**config.mk**
```make
export PLATFORM = sky130hd
export DESIGN_NAME = aes_rx_sequencer
export DESIGN_NICKNAME = d
export VERILOG_FILES = /design/src/rtl/aes_uart_pkg.sv /design/src/rtl/byte_timeout.sv /design/src/rtl/aes_rx_sequencer.sv
export SDC_FILE = /design/constraint.sdc
export NUM_CORES = 1
export LEC_CHECK = 0
export ABC_AREA = 0
export BUFFER_PORTS_ARGS = -buffer_cell sky130_fd_sc_hd__buf_2
export CAP_MARGIN = 40
export CORE_MARGIN = 5
export CORE_UTILIZATION = 30
export CTS_BUF_LIST = sky130_fd_sc_hd__clkbuf_4 sky130_fd_sc_hd__clkbuf_8
export CTS_CLUSTER_DIAMETER = 50
export DETAILED_ROUTE_END_ITERATION = 8
export GPL_TIMING_DRIVEN = 0
export PLACE_DENSITY = 0.51
export SLEW_MARGIN = 10
export SYNTH_ARGS = -nofsm -noshare
export SYNTH_HDL_FRONTEND = slang
export SYNTH_SLANG_ARGS = --single-unit
```
**constraint.sdc**
```tcl
create_clock -name Clk -period 3.4 [get_ports Clk]
set_clock_uncertainty 0.05 [all_clocks]
set_input_delay 0.51 -clock Clk [delete_from_list [all_inputs] [get_ports Clk]]
set_output_delay 0.51 -clock Clk [all_outputs]
set_load 0.005 [all_outputs]
```
**src/rtl/aes_uart_pkg.sv**
```systemverilog
// Shared constants and types for the AES receive-side sequencer.
package aes_uart_pkg;

  localparam logic [7:0] CMD_KEY  = 8'h4B;
  localparam logic [7:0] CMD_DATA = 8'h44;

  localparam int BLOCK_BYTES = 16;

  typedef enum logic [1:0] {
    ERR_NONE    = 2'b00,
    ERR_CMD     = 2'b01,
    ERR_TIMEOUT = 2'b10,
    ERR_NOKEY   = 2'b11
  } err_code_e;

  typedef enum logic [1:0] {
    ST_IDLE = 2'b00,
    ST_LOAD = 2'b01,
    ST_HOLD = 2'b10
  } state_e;

  typedef enum logic {
    TGT_KEY  = 1'b0,
    TGT_DATA = 1'b1
  } target_e;

endpackage

```
**src/rtl/byte_timeout.sv**
```systemverilog
// Inter-byte idle counter; expired asserts once Cycles-1 idle clocks have elapsed.
module byte_timeout #(
  parameter int unsigned Cycles = 2000000,
  parameter int unsigned Bits   = 21
) (
  input  logic Clk,
  input  logic Rst,
  input  logic clr_i,
  input  logic en_i,
  output logic expired_o
);

  localparam logic [Bits-1:0] LAST = Bits'(Cycles - 1);

  logic [Bits-1:0] cnt_q, cnt_d;

  // Saturates at LAST so a missed clear can never wrap into a false restart.
  always_comb begin
    cnt_d = cnt_q;
    if (clr_i) begin
      cnt_d = '0;
    end else if (en_i && (cnt_q != LAST)) begin
      cnt_d = cnt_q + 1'b1;
    end
  end

  always_ff @(posedge Clk) begin
    if (Rst) begin
      cnt_q <= '0;
    end else begin
      cnt_q <= cnt_d;
    end
  end

  assign expired_o = (cnt_q == LAST);

endmodule

```
**src/rtl/aes_rx_sequencer.sv**
```systemverilog
// Receive-side sequencer: parses a command byte, assembles 16 payload bytes
// into a key or data block, and hands data blocks to the AES core.
module aes_rx_sequencer
  import aes_uart_pkg::*;
#(
  parameter int unsigned ClkFreq       = 100000000,
  parameter int unsigned TimeoutCycles = ClkFreq / 50,
  parameter int unsigned TimeoutBits   = 21
) (
  input  logic         Clk,
  input  logic         Rst,
  input  logic [7:0]   ByteIn,
  input  logic         ByteReady,
  output logic         ReadEn,
  output logic [127:0] KeyOut,
  output logic         KeyValid,
  output logic         KeyLoaded,
  output logic [127:0] BlockOut,
  output logic         BlockValid,
  input  logic         BlockReady,
  output logic         ErrFlag,
  output logic [1:0]   ErrCode
);

  localparam logic [3:0] LAST_BYTE = 4'(BLOCK_BYTES - 1);

  state_e       state_q, state_d;
  target_e      target_q, target_d;
  logic [3:0]   byte_cnt_q, byte_cnt_d;
  logic [127:0] shreg_q, shreg_d;
  logic [127:0] key_q, key_d;
  logic         key_valid_q, key_valid_d;
  logic         key_loaded_q, key_loaded_d;
  logic [127:0] block_q, block_d;
  logic         block_valid_q, block_valid_d;
  logic         read_en_q, read_en_d;
  logic         err_flag_q, err_flag_d;
  err_code_e    err_code_q, err_code_d;

  logic         timeout_expired;
  logic [127:0] assembled;

  assign assembled = {shreg_q[119:0], ByteIn};

  // Held at zero outside LOAD; a byte strobe restarts the idle window.
  byte_timeout #(
    .Cycles(TimeoutCycles),
    .Bits  (TimeoutBits)
  ) u_timeout (
    .Clk      (Clk),
    .Rst      (Rst),
    .clr_i    ((state_q != ST_LOAD) || ByteReady),
    .en_i     (state_q == ST_LOAD),
    .expired_o(timeout_expired)
  );

  always_comb begin
    state_d       = state_q;
    target_d      = target_q;
    byte_cnt_d    = byte_cnt_q;
    shreg_d       = shreg_q;
    key_d         = key_q;
    key_valid_d   = 1'b0;
    key_loaded_d  = key_loaded_q;
    block_d       = block_q;
    block_valid_d = block_valid_q;
    err_flag_d    = err_flag_q;
    err_code_d    = err_code_q;

    unique case (state_q)
      ST_IDLE: begin
        if (ByteReady) begin
          if ((ByteIn == CMD_KEY) || (ByteIn == CMD_DATA)) begin
            state_d    = ST_LOAD;
            target_d   = (ByteIn == CMD_KEY) ? TGT_KEY : TGT_DATA;
            byte_cnt_d = '0;
            err_flag_d = 1'b0;
            err_code_d = ERR_NONE;
          end else begin
            err_flag_d = 1'b1;
            err_code_d = ERR_CMD;
          end
        end
      end

      ST_LOAD: begin
        // A strobe coinciding with expiry wins: the byte is taken.
        if (ByteReady) begin
          shreg_d    = assembled;
          byte_cnt_d = byte_cnt_q + 1'b1;
          if (byte_cnt_q == LAST_BYTE) begin
            state_d = ST_IDLE;
            if (target_q == TGT_KEY) begin
              key_d        = assembled;
              key_valid_d  = 1'b1;
              key_loaded_d = 1'b1;
            end else if (key_loaded_q) begin
              block_d       = assembled;
              block_valid_d = 1'b1;
              state_d       = ST_HOLD;
            end else begin
              err_flag_d = 1'b1;
              err_code_d = ERR_NOKEY;
            end
          end
        end else if (timeout_expired) begin
          state_d    = ST_IDLE;
          err_flag_d = 1'b1;
          err_code_d = ERR_TIMEOUT;
        end
      end

      ST_HOLD: begin
        if (block_valid_q && BlockReady) begin
          block_valid_d = 1'b0;
          state_d       = ST_IDLE;
        end
      end

      default: state_d = ST_IDLE;
    endcase

    read_en_d = (state_d != ST_HOLD);
  end

  always_ff @(posedge Clk) begin
    if (Rst) begin
      state_q       <= ST_IDLE;
      target_q      <= TGT_KEY;
      byte_cnt_q    <= '0;
      shreg_q       <= '0;
      key_q         <= '0;
      key_valid_q   <= 1'b0;
      key_loaded_q  <= 1'b0;
      block_q       <= '0;
      block_valid_q <= 1'b0;
      read_en_q     <= 1'b1;
      err_flag_q    <= 1'b0;
      err_code_q    <= ERR_NONE;
    end else begin
      state_q       <= state_d;
      target_q      <= target_d;
      byte_cnt_q    <= byte_cnt_d;
      shreg_q       <= shreg_d;
      key_q         <= key_d;
      key_valid_q   <= key_valid_d;
      key_loaded_q  <= key_loaded_d;
      block_q       <= block_d;
      block_valid_q <= block_valid_d;
      read_en_q     <= read_en_d;
      err_flag_q    <= err_flag_d;
      err_code_q    <= err_code_d;
    end
  end

  assign ReadEn     = read_en_q;
  assign KeyOut     = key_q;
  assign KeyValid   = key_valid_q;
  assign KeyLoaded  = key_loaded_q;
  assign BlockOut   = block_q;
  assign BlockValid = block_valid_q;
  assign ErrFlag    = err_flag_q;
  assign ErrCode    = err_code_q;

endmodule

```
==> key figures <==
Setup path
  – Reg2Reg Setup Slack: 1.22 ns
  – Critical path origin: byte_cnt_q[0]$_SDFFE_PP0P_
  – Worst Path Max Fanout: 10
  – Critical Path End Type: flip-flop
  – CP required: 3.90 ns
  – R2R Path End: BlockOut[87]$_SDFFE_PP0P_
  – Origin of the critical flop-to-flop path: byte_cnt_q[0]$_SDFFE_PP0P_
  – Critical Path Stages: 8
  – Worst EP arrival: 2.68 ns
  – Cell family with most CP delay: buffers and inverters
  – CP cell instances: ha_1 > nand3_1 > nor2_1 > nand3_1 > buf_2 > clkbuf_1 > nand2_1 > a21oi_1
  – Buf+Inv Stages, Crit Path: 2
  – Reg2reg path depth: 8
  – Worst Path Class, Setup: flip-flop to flip-flop
  – Cell mode on critical path: nand3_1
  – Setup crit end: BlockOut[87]$_SDFFE_PP0P_
  – Critical path startpoint category: flip-flop
  – Worst path max stage delay: 0.43 ns
  – Critical-path top delay cell: buf_2

Global route
  – Largest net degree at the start of global routing: 11
  – Grt met3 use: 4.97%
  – Met2 Use GR: 27.9%
  – Vias in the first global route: 12700
  – Gr busiest metal: met2
  – First-pass GRT wire length: 74600 µm
  – M1 GR Usage: 24.1%
  – Initial antenna violation count: 0
  – Grt ovf: 0
  – GRT Total Usage: 17.9%

STA
  – Slew @ Worst Pin: 0.595 ns
  – Max-slew violation count: 0
  – Setup TNS: 0 ns
  – Tcrit/Tclk final: 64.2%
  – Fmax: 458 MHz
  – RSZ-0062 raised after global routing: false
  – Final Hold Fails: 0
  – Slew HR: 60.3%
  – Setup violators final: 0
  – Min Tclk post-route: 2.18 ns

Synth
  – Post-synthesis async set-or-reset flop share: 0%
  – Syn Area/Cell: 8.00 µm²
  – Cell variety after synth: 47
  – Post-Syn Nets: 1826
  – Top_reg_cell synth: dfxtp_1
  – Seq cells post-synth: 411
  – Sequential area share after synthesis: 56.8%
  – Post-synth EDFFs: 0
  – Syn Inst Count: 1812
  – Ys Warns: 0
  – Cell area after synthesis: 0.0145 mm²

Pwr
  – Power per Cell Area: 538 mW/mm²
  – Psw: 2200 µW
  – Clock share of power: 49.4%
  – Combinational share of power: 1.5%
  – Leak: 0.00697 µW
  – Internal power: 7610 µW
  – Switch share: 22.4%
  – Worst vdd ir: 244 µV
  – Sequential Power Share: 49.1%

CTS
  – Hold_buf cts: 0
  – Postcts setup bufs: 0
  – CTS max path bufs: 3
  – Root buf cell: clkbuf_8
  – CTS buffer count: 74
  – H-tree level count: 3
  – Clk slew on worst S/H paths: 0.06 ns
  – Worst-skew pair later-pin latency: 0.63 ns
  – CTS tree: done
  – Post_cts resized: 0
  – Clock sink count: 411

Die
  – Die Y: 230 µm
  – Core Rows: 80
  – Number of top-level pins: 275
  – Die width: 230 µm
  – Core Area: 0.0477 mm²
  – Initial cell density of the core: 30.3%
  – Total die area: 0.0528 mm²

Place
  – DP Area: 0.0167 mm²
  – DPL Wire Length: 35800 µm
  – GP Congestion: 0.794
  – IO Port Bufs: 272

Route
  – DRT Pass-1 Iters: 5
  – Drc violations: 0
  – Routed Antenna Nets: 0
  – Total Wirelength: 49400 µm
  – Drt wl/cell: 17.4 µm
  – Initial DRC Count: 824
  – Via-to-Cell Ratio: 4.68
  – Via count: 13200

Cells and area
  – Share of cells above drive strength 1: 20.9%
  – Layout Nets: 2179
  – Diode count: 0
  – Layout Area Growth over Synthesis: 25.8%
  – Final instance area: 0.0182 mm²

Run
  – Max-cap viol count: 0

Run status
  – Status: finished, final reports clean

Hold path
  – Hold path cells: 3
  – Min-delay worst type: input pin to flip-flop
## metal layers
metal | vias up | wire (µm)
li1 | 6599 | -
met3 | 57 | 3220
met4 | 0 | 1000
met1 | 6242 | 22800
met5 | - | 0
met2 | 345 | 22300
## worst reg2reg max path, cell delays in order (launching register included)
cell	delay (ns)
dfxtp_1	0.33
ha_1	0.22
nand3_1	0.19
nor2_1	0.08
nand3_1	0.10
buf_2	0.43
clkbuf_1	0.44
nand2_1	0.11
a21oi_1	0.17
## synth_stat cells (3+ instances only)
master,instances,area share (%)
xor2_1,19,1.1
and3_1,8,0.35
a21oi_1,381,13
nand2b_1,3,0.13
dfxtp_1,411,57
buf_2,36,1.2
o211ai_1,6,0.31
buf_4,12,0.62
and4_1,4,0.24
or4_1,3,0.16
nand2_1,764,20
buf_1,6,0.16
clkbuf_1,76,2.0
nand4_1,6,0.26
nor2_1,29,0.75
nand3_1,11,0.38
## logic make-up (layout without fill, tap and decap cells)
logic type | Yosys count | after routing | synth area share [%]
AO/OA/AOI/OAI | 400 | 400 | 14.2
XOR/XNOR | 20 | 20 | 1.21
adder cells (fa/ha/maj) | 2 | 2 | 0.173
buffers and inverters | 133 | 536 | 4.12
flip-flops | 411 | 411 | 56.8
AND/OR/NAND/NOR | 846 | 846 | 23.5
## power groups by stage
stage,sequential [µW],clock (µW),combinational [µW]
floorplan,4930,0,74.4
global placement,4930,0,140
detailed placement,4930,0,147
CTS,4820,4980,148
global route,4820,5230,159
finish,4820,4840,145
## how the worst min path moves through the flow
| stage | endpoint | slack (ns) | from |
|---|---|---|---|
| after detailed placement | BlockOut[70]$_SDFFE_PP0P_ | 0.40 | BlockOut[70]$_SDFFE_PP0P_ |
| after global routing | KeyOut[3]$_SDFFE_PP0P_ | 0.09 | ByteIn[3] |
| after CTS | KeyOut[1]$_SDFFE_PP0P_ | 0.07 | ByteIn[1] |
| final | shreg_q[1]$_SDFFE_PP0P_ | 0.12 | ByteIn[1] |
| after floorplan | byte_cnt_q[1]$_SDFFE_PP0P_ | 0.39 | byte_cnt_q[1]$_SDFFE_PP0P_ |
| after global placement | BlockOut[5]$_SDFFE_PP0P_ | 0.39 | BlockOut[5]$_SDFFE_PP0P_ |
## registers in the layout, indices dropped and copies added (netlist names)
signal / cells
BlockValid: 1
state_q: 2
byte_cnt_q: 4
ErrFlag: 1
BlockOut: 128
KeyOut: 128
KeyLoaded: 1
ReadEn: 1
target_q: 1
ErrCode: 2
KeyValid: 1
u_timeout.cnt_q: 21
shreg_q: 120
## placed cells by master, fill, tap and decap left out, types with 4 or more instances in the layout
| cell type | n |
|---|---|
| nor2_1 | 29 |
| and3_1 | 8 |
| dfxtp_1 | 411 |
| clkbuf_4 | 18 |
| and4_1 | 4 |
| o211ai_1 | 6 |
| nand2_1 | 764 |
| buf_4 | 12 |
| clkbuf_1 | 76 |
| clkbuf_8 | 91 |
| nand3_1 | 11 |
| buf_2 | 308 |
| nand4_1 | 6 |
| buf_1 | 6 |
| clkinvlp_4 | 5 |
| xor2_1 | 19 |
| a21oi_1 | 381 |
| clkinv_2 | 8 |
## final cells by class
type / count / area (µm²)
clock buffers: 109 / 1390
flip-flops and latches: 411 / 8230
well taps: 615 / 769
plain buffers: 131 / 589
clock inverters: 17 / 155
fillers: 5037 / 29500
repair buffers: 277 / 1430
inverters: 2 / 7.51
multi-input cells: 1268 / 5660
## through the flow
| step | utilization, % | std cells | hold WS, ns | setup WS, ns | power (µW) |
|---|---|---|---|---|---|
| after floorplan | - | 1812 | 0.394 | 1.59 | 5000 |
| after global placement | 34.8 | 2699 | 0.391 | 0.865 | 5070 |
| after detailed placement | 35.0 | 2704 | 0.396 | 0.990 | 5070 |
| after CTS | 38.2 | 2830 | 0.0669 | 1.18 | 9950 |
| after global routing | 38.2 | 2830 | 0.0912 | 0.983 | 10200 |
| final | 38.2 | 2830 | 0.124 | 1.22 | 9810 |
(Power assumes the default switching activity.)
